[config.mk]
export PLATFORM = sky130hd
export DESIGN_NAME = scan_chain_ctrl
export DESIGN_NICKNAME = d
export VERILOG_FILES = /design/src/rtl/scan_chain_ctrl.sv
export SDC_FILE = /design/constraint.sdc
export NUM_CORES = 1
export LEC_CHECK = 0
export ABC_CLOCK_PERIOD_IN_PS = 3100
export CAP_MARGIN = 25
export CORE_MARGIN = 5
export CORE_UTILIZATION = 30
export CTS_CLUSTER_DIAMETER = 150
export DETAILED_ROUTE_END_ITERATION = 10
export PLACE_DENSITY_LB_ADDON = 0.05
export SLEW_MARGIN = 10
export SYNTH_ARGS = -nofsm -noshare
export SYNTH_HDL_FRONTEND = slang
export SYNTH_SLANG_ARGS = --single-unit
[constraint.sdc]
create_clock -name CLK -period 3.1 [get_ports CLK]
set_clock_uncertainty 0.05 [all_clocks]
set_input_delay 0.775 -clock CLK [delete_from_list [all_inputs] [get_ports CLK]]
set_output_delay 0.775 -clock CLK [all_outputs]
set_load 0.01 [all_outputs]
[src/rtl/scan_chain_ctrl.sv]
// Scan-test sequencer: shifts patterns into a scan chain, captures, and folds
// the unloaded responses into a 16-bit serial MISR signature.
module scan_chain_ctrl #(
  parameter int CHAIN_LEN = 32,
  parameter int CNT_W     = 6
) (
  input  logic                 CLK,
  input  logic                 RN,
  input  logic                 pat_valid,
  output logic                 pat_ready,
  input  logic [CHAIN_LEN-1:0] pat_data,
  input  logic                 pat_last,
  output logic                 SE,
  output logic                 SI,
  output logic                 CE,
  input  logic                 SO,
  output logic                 busy,
  output logic                 sig_valid,
  output logic [15:0]          sig,
  output logic [15:0]          pat_cnt
);

  typedef enum logic [2:0] {
    IDLE    = 3'd0,
    SHIFT   = 3'd1,
    CAPTURE = 3'd2,
    WAIT    = 3'd3,
    FLUSH   = 3'd4,
    DONE    = 3'd5
  } state_t;

  localparam logic [CNT_W-1:0] CNT_LAST = CNT_W'(CHAIN_LEN - 1);

  state_t               state;
  logic [CHAIN_LEN-1:0] shreg;
  logic [CNT_W-1:0]     cnt;
  logic                 last_q;
  logic                 have_cap;
  logic                 accept;

  function automatic logic [15:0] misr_next(input logic [15:0] s, input logic so);
    logic fb;
    fb = s[15] ^ so;
    return {s[14:0], 1'b0} ^ (fb ? 16'h1021 : 16'h0000);
  endfunction

  function automatic logic [15:0] sat_inc(input logic [15:0] v);
    return (v == 16'hFFFF) ? v : v + 16'd1;
  endfunction

  assign pat_ready = (state == IDLE) || (state == WAIT);
  assign busy      = (state != IDLE);
  assign accept    = pat_valid & pat_ready;

  // shreg[CHAIN_LEN-1] always mirrors the bit currently presented on SI
  always_ff @(posedge CLK) begin
    if (!RN) begin
      state     <= IDLE;
      SE        <= 1'b0;
      SI        <= 1'b0;
      CE        <= 1'b0;
      sig_valid <= 1'b0;
      sig       <= 16'h0000;
      pat_cnt   <= 16'h0000;
      have_cap  <= 1'b0;
    end else begin
      sig_valid <= 1'b0;
      case (state)
        IDLE, WAIT: begin
          if (accept) begin
            shreg  <= pat_data;
            last_q <= pat_last;
            cnt    <= '0;
            state  <= SHIFT;
            SE     <= 1'b1;
            CE     <= 1'b1;
            SI     <= pat_data[CHAIN_LEN-1];
            if (state == IDLE) begin
              sig      <= 16'h0000;
              have_cap <= 1'b0;
              pat_cnt  <= 16'd1;
            end else begin
              pat_cnt  <= sat_inc(pat_cnt);
            end
          end
        end
        SHIFT: begin
          // the first shift of a test unloads stale chain contents, so it is not compacted
          if (have_cap) sig <= misr_next(sig, SO);
          shreg <= {shreg[CHAIN_LEN-2:0], 1'b0};
          if (cnt == CNT_LAST) begin
            state <= CAPTURE;
            SE    <= 1'b0;
            CE    <= 1'b1;
            SI    <= 1'b0;
          end else begin
            cnt <= cnt + 1'b1;
            SI  <= shreg[CHAIN_LEN-2];
          end
        end
        CAPTURE: begin
          have_cap <= 1'b1;
          cnt      <= '0;
          SI       <= 1'b0;
          if (last_q) begin
            state <= FLUSH;
            SE    <= 1'b1;
            CE    <= 1'b1;
          end else begin
            state <= WAIT;
            SE    <= 1'b0;
            CE    <= 1'b0;
          end
        end
        FLUSH: begin
          if (have_cap) sig <= misr_next(sig, SO);
          if (cnt == CNT_LAST) begin
            state     <= DONE;
            SE        <= 1'b0;
            CE        <= 1'b0;
            sig_valid <= 1'b1;
          end else begin
            cnt <= cnt + 1'b1;
          end
        end
        DONE: state <= IDLE;
        default: state <= IDLE;
      endcase
    end
  end

endmodule
==> impl_metrics.py, run 1 <==
metrics = {
    "status": {
        "outcome": "completed",
    },
    "cts": {
        "postCtsSetupBuffers": 0,
        "clk_latency_ns": 0.33,
        "clk_pin_slew_worst_paths_ns": 0.05,
        "cts_max_level": 3,
        "numCtsBuffers": 9,
        "cts_tree": "done",
        "ctsResizeCount": 0,
        "root_buffer": "clkbuf_16",
        "clk_path_buf_depth": 2,
        "clock-sinks": 78,
        "postCtsHoldBufs": 0,
    },
    "global_route": {
        "antenna_found_initial": 0,
        "overflow": 0,
        "grt_util_all_layers_pct": 12.5,
        "grt_pass1_wl_microns": 14600,
        "grt_max_degree": 33,
        "grt_pass1_vias": 2839,
    },
    "timing": {
        "max_freq_mhz": 398,
        "setup_ws_ns": 0.589,
        "setup_viol": 0,
        "hold_viol_final": 0,
        "fin_tns_setup_ns": 0,
        "rsz0062_at_grt": "false",
        "final_max_slew_viol_count": 0,
        "tightest_slew_ns": 0.594,
        "fin_crit_sh_pct": 81.0,
        "maxSlewHeadroom_pct": 60.4,
        "fin_crit_ns": 2.51,
    },
    "critical_path": {
        "cp-endpoint": "busy",
        "r2r-start": "pat_cnt[0]",
        "r2r_end": "pat_cnt[9]",
        "crit_required_ns": 2.27,
        "crit_type": "reg2out",
        "cp.arrival_ns": 1.69,
        "cp-end-kind": "primary output",
        "critPathMaxFanout": 10,
        "cp-start-kind": "flip-flop",
        "crit_path_start": "state[2]",
        "worst_r2r_path_depth": 6,
        "rrSetupSlack_ns": 0.86,
    },
    "floorplanning": {
        "die_h_microns": 122,
        "start_util_pct": 30.9,
        "core_area_sq_mm": 0.0121,
        "die-area_sq_mm": 0.0148,
        "std_cell_rows": 40,
        "die_x_microns": 122,
        "io_pins": 75,
    },
    "detailed_routing": {
        "vias_per_cell": 4.89,
        "wl_per_cell_microns": 14.9,
        "drt_iter0_markers": 210,
        "drt-pass1-iter-count": 4,
        "drt_wl_total_microns": 9020,
        "num_vias": 2968,
        "drc": 0,
        "ant_nets": 0,
    },
    "placement": {
        "place.gp.congestion": 0.775,
        "portBuffers": 74,
        "place_ws_ns": 0.387,
        "dp_hpwl_microns": 6250,
    },
    "synthesis": {
        "syn_avg_cell_area_sq_um": 10.5,
        "synth_edf_count": 38,
        "syn_nets": 395,
        "ys_types": 57,
        "syn_area_sq_mm": 0.00374,
        "synth_cells": 356,
        "yosys_warnings": 0,
        "synth_ff_type": "dfxtp_1",
        "seq_area_frac_synth_pct": 51.9,
        "ys_ff_latch": 78,
        "async_flop_share_pct": 0,
    },
    "job": {
        "max-cap-violations": 0,
    },
    "pwr": {
        "power.density_mw_per_mm2": 487,
        "power_mw": 2.43,
        "p_leak_nw": 1.69,
        "irDropWorstVdd_mv": 0.199,
    },
    "layout": {
        "nets": 473,
        "antennaDiodeCount": 0,
        "layout-drive-gt1-share_pct": 14.8,
        "areaGrowthSynthToFinish_pct": 33.2,
        "fillers": 1235,
    },
    "worst_hold_path": {
        "hp-class": "reg2reg",
    },
}
==> per-layer routing <==
metal	vias to the layer above	global-route usage (%)	share of wire (%)
met5	-	0	0
met1	1412	17.1	49
met4	0	5.67	1.9
met3	12	3.39	4.8
met2	64	18.5	45
li1	1480	-	-
==> synth_stat cells (all sizes together), types with 2 or more instances <==
| cell type | count | area share, % |
|---|---|---|
| nor4 | 3 | 0.50 |
| mux2i | 3 | 0.80 |
| o31a | 3 | 0.70 |
| o21ai | 17 | 2.4 |
| nand2b | 3 | 0.50 |
| a31oi | 8 | 1.3 |
| and2 | 7 | 1.2 |
| nor2 | 25 | 2.5 |
| xnor2 | 2 | 0.47 |
| o31ai | 2 | 0.40 |
| and3 | 2 | 0.33 |
| dfxtp | 40 | 21 |
| nand2 | 33 | 3.3 |
| mux2 | 30 | 9.0 |
| nor2b | 5 | 0.84 |
| clkbuf | 9 | 1.3 |
| o2bb2ai | 3 | 0.70 |
| a21oi | 13 | 1.7 |
| or4 | 2 | 0.50 |
| ha | 2 | 0.67 |
| xor2 | 6 | 1.4 |
| buf | 10 | 1.5 |
| o211a | 2 | 0.53 |
| or3 | 2 | 0.33 |
| edfxtp | 38 | 30 |
| nor3 | 5 | 0.67 |
| a21boi | 19 | 3.8 |
| or2 | 2 | 0.33 |
| inv | 5 | 0.50 |
| nand4 | 11 | 2.4 |
| nand3 | 27 | 3.6 |
==> worst min path at each step <==
stage / start / end / depth (start not counted)
final: sig[1] / sig[1] / 2
after global routing: CE / CE / 2
after CTS: SE / SE / 2
after detailed placement: SE / SE / 2
after global placement: SE / SE / 2
after floorplan: SE / SE / 2
==> stage by stage <==
stage,instances,cell area (sq um),hold WS (ns),utilization (%)
2_1_floorplan,356,3750,0.433,-
6_report,607,4990,0.429,41.2
5_1_grt,607,4990,0.459,41.2
3_3_place_gp,591,4710,0.407,38.9
3_5_place_dp,591,4710,0.408,38.9
4_1_cts,607,4990,0.427,41.2
==> state kept, by name, summed over array words and instances (netlist names), 3 cells and up <==
name,flops
cnt,6
pat_cnt,16
shreg,31
sig,16
state,3
==> critical path, stage by stage, from the launching register on <==
cell	delay (ns)
dfxtp_1	0.40
nor3_1	0.32
inv_1	0.13
clkdlybuf4s50_1	0.50
==> kinds of logic (layout without fill, tap and decap cells) <==
kind of cell | count (synthesis) | count (layout) | share of synthesized area (%)
adders and majority gates | 2 | 2 | 0.669
AOI/OAI and AO/OA | 80 | 80 | 14.6
xor gates and xnor gates | 8 | 8 | 1.87
and+or+nand+nor | 130 | 130 | 17.8
buffers and inverters | 25 | 108 | 3.34
muxes | 33 | 33 | 9.83
DFF | 78 | 78 | 51.9
==> power by group <==
part           switching [mW]  total [mW]  internal (mW)
Combinational           0.116       0.249          0.132
Sequential             0.0191        1.15           1.14
Clock                   0.399        1.02          0.624
Total                   0.535        2.43           1.89
==> final cells by class <==
cell class | instances | area, sq um | area share [%]
timing repair buffer | 86 | 843 | 16.9
multi-input combinational | 253 | 1690 | 33.9
inverter | 6 | 22.5 | 0.452
clock inverter | 2 | 35.0 | 0.703
clock buffer | 14 | 244 | 4.89
sequential | 78 | 1940 | 38.9
tap | 168 | 210 | 4.22
==> layout by cell type, fill, tap and decap left out, types with 2 or more instances in the layout <==
cell type and n:
clkdlybuf4s50_1 74, inv_1 5, nand4_1 9, nand3_1 27, mux2i_1 3, ha_1 2, or2_2 2, clkbuf_1 5
a21oi_1 12, clkbuf_16 9, o2bb2ai_1 3, a31oi_1 8, xor2_1 6, and2_1 6, nor4_1 3, xnor2_1 2
or3_1 2, o31ai_1 2, a21boi_0 19, mux2_2 30, o21ai_0 16, o211a_1 2, dfxtp_1 40, edfxtp_1 38
nand2b_1 3, nand2_1 33, nor3_1 5, and3_1 2, buf_4 11, nor2_1 24, o31a_1 3, nor2b_1 5
No activity file was read; power rests on OpenSTA's default activity.
==> run 2, diff against run 1 <==
--- a/config.mk
+++ b/config.mk
@@ -5,7 +5,7 @@
 export SDC_FILE = /design/constraint.sdc
 export NUM_CORES = 1
 export LEC_CHECK = 0
-export ABC_CLOCK_PERIOD_IN_PS = 3100
+export ABC_CLOCK_PERIOD_IN_PS = 2000
 export CAP_MARGIN = 25
 export CORE_MARGIN = 5
 export CORE_UTILIZATION = 30
==> constraint.sdc (replaced) <==
create_clock -name CLK -period 2 [get_ports CLK]
set_clock_uncertainty 0.05 [all_clocks]
set_input_delay 0.5 -clock CLK [delete_from_list [all_inputs] [get_ports CLK]]
set_output_delay 0.5 -clock CLK [all_outputs]
set_load 0.01 [all_outputs]
==> impl_metrics.py, run 2 (same netlist as run 1, synthesis figures left out) <==
metrics = {
    "layout": {
        "top_register": "shreg",
        "largest_reg_flops": 31,
        "final_area_sq_mm": 0.00543,
        "final_common_cell": "clkdlybuf4s50_1",
        "nets": 513,
        "final-seq-area_sq_mm": 0.00195,
        "fillers": 1200,
        "reg_top3": "shreg (31), pat_cnt (16), sig (16)",
        "layout-drive-gt1-share_pct": 24.6,
        "most-common-layout-cells": "clkdlybuf4s50_1 (71), buf_4 (47), edfxtp_1 (38), dfxtp_1 (34), nand2_1 (33)",
        "antennaDiodeCount": 0,
        "multi_input_area_sq_mm": 0.00172,
        "areaGrowthSynthToFinish_pct": 45.2,
    },
    "cts": {
        "clk_path_buf_depth": 2,
        "clock-sinks": 78,
        "postCtsSetupBuffers": 0,
        "numCtsBuffers": 9,
        "cts_tree": "done",
        "root_buffer": "clkbuf_16",
        "clk_latency_ns": 0.33,
        "clk_pin_slew_worst_paths_ns": 0.06,
        "cts_max_level": 3,
    },
    "timing": {
        "fin_crit_sh_pct": 96.7,
        "tightest_slew_ns": 0.416,
        "max_freq_mhz": 517,
        "maxSlewHeadroom_pct": 72.0,
        "rsz0062_at_grt": "false",
        "hold_viol_final": 0,
        "setup_viol": 0,
        "whs_ns": 0.418,
        "final_max_slew_viol_count": 0,
        "fin_crit_ns": 1.93,
    },
    "pwr": {
        "irDropWorstVdd_mv": 0.391,
        "power.density_mw_per_mm2": 750,
        "power_mw": 4.07,
        "p_leak_nw": 1.97,
    },
    "floorplanning": {
        "std_cell_rows": 40,
        "die-area_sq_mm": 0.0148,
        "start_util_pct": 30.9,
        "core_area_sq_mm": 0.0121,
        "die_h_microns": 122,
        "die_x_microns": 122,
        "io_pins": 75,
    },
    "critical_path": {
        "rrSetupSlack_ns": 0.09,
        "cp.arrival_ns": 1.38,
        "cp-end-kind": "primary output",
        "cp-start-kind": "flip-flop",
        "crit_path_start": "pat_cnt[4]",
        "r2r_end": "pat_cnt[11]",
        "crit_type": "reg2out",
        "cp-endpoint": "pat_cnt[4]",
        "critPathMaxFanout": 4,
        "worst_r2r_path_depth": 5,
        "crit_required_ns": 1.45,
        "r2r-start": "pat_cnt[0]",
    },
    "global_route": {
        "overflow": 0,
        "grt_max_degree": 33,
        "antenna_found_initial": 0,
        "grt_util_all_layers_pct": 13.1,
        "grt_pass1_wl_microns": 15300,
        "grt_pass1_vias": 3057,
    },
    "placement": {
        "portBuffers": 74,
        "place.gp.congestion": 0.822,
        "placed_area_sq_mm": 0.00507,
        "dp_hpwl_microns": 6880,
    },
    "detailed_routing": {
        "drt_wl_total_microns": 9390,
        "drc": 0,
        "wl_per_cell_microns": 14.5,
        "drt-pass1-iter-count": 4,
        "num_vias": 3104,
        "vias_per_cell": 4.80,
        "ant_nets": 0,
        "drt_iter0_markers": 180,
    },
    "job": {
        "max-cap-violations": 0,
    },
    "status": {
        "outcome": "completed",
    },
    "worst_hold_path": {
        "hp-class": "reg2reg",
    },
}
run 2: worst min-delay path by stage:
stage / startpoint / end / cells after the start / slack (ns)
finish: SE / SE / 2 / 0.42
floorplan: SE / SE / 2 / 0.43
global route: CE / CE / 2 / 0.44
global placement: SE / SE / 2 / 0.41
detailed placement: SE / SE / 2 / 0.41
CTS: SE / SE / 2 / 0.42
run 2: routing by layer:
metal	up-vias	GRT usage (%)	share of wire (%)	wire length [microns]
met4	0	3.85	0.78	73
met1	1474	17.1	47	4460
met3	7	4.50	4.4	412
met2	59	20.6	47	4450
li1	1564	-	-	-
met5	-	0	0	0
run 2: stage by stage:
stage	setup TNS, ns	instances	setup WS, ns	utilization [%]
CTS	-0.100	647	-0.100	44.7
floorplan	0	356	0.00611	-
detailed placement	-11.95	631	-0.276	41.9
global route	0	647	0.00641	44.9
finish	0	647	0.0669	44.9
global placement	-9.61	631	-0.249	41.9
run 2: area by class of cell:
type                            count  share of cell area [%]
Inverter                            6                   0.414
Timing Repair Buffer              126                    22.0
Clock inverter                      7                    2.07
Clock buffer                        9                    4.14
Sequential cell                    78                    35.9
Tap cell                          168                    3.87
Multi-Input combinational cell    253                    31.6
run 2: critical path: stages, from the launching register on:
cell and delay, ns:
dfxtp_1 0.38, buf_4 0.15, clkdlybuf4s50_1 0.53
run 2: what timing repair did:
action,in CTS,in global routing
hold buffers,0,0
pin swaps,0,1
gates cloned,0,0
resized for setup,3,8
endpoints found under the setup margin,2,12
run 2: report_power, final:
part | internal, mW | switching, mW
clock | 1.21 | 0.635
combinational | 0.246 | 0.191
sequential | 1.76 | 0.0283
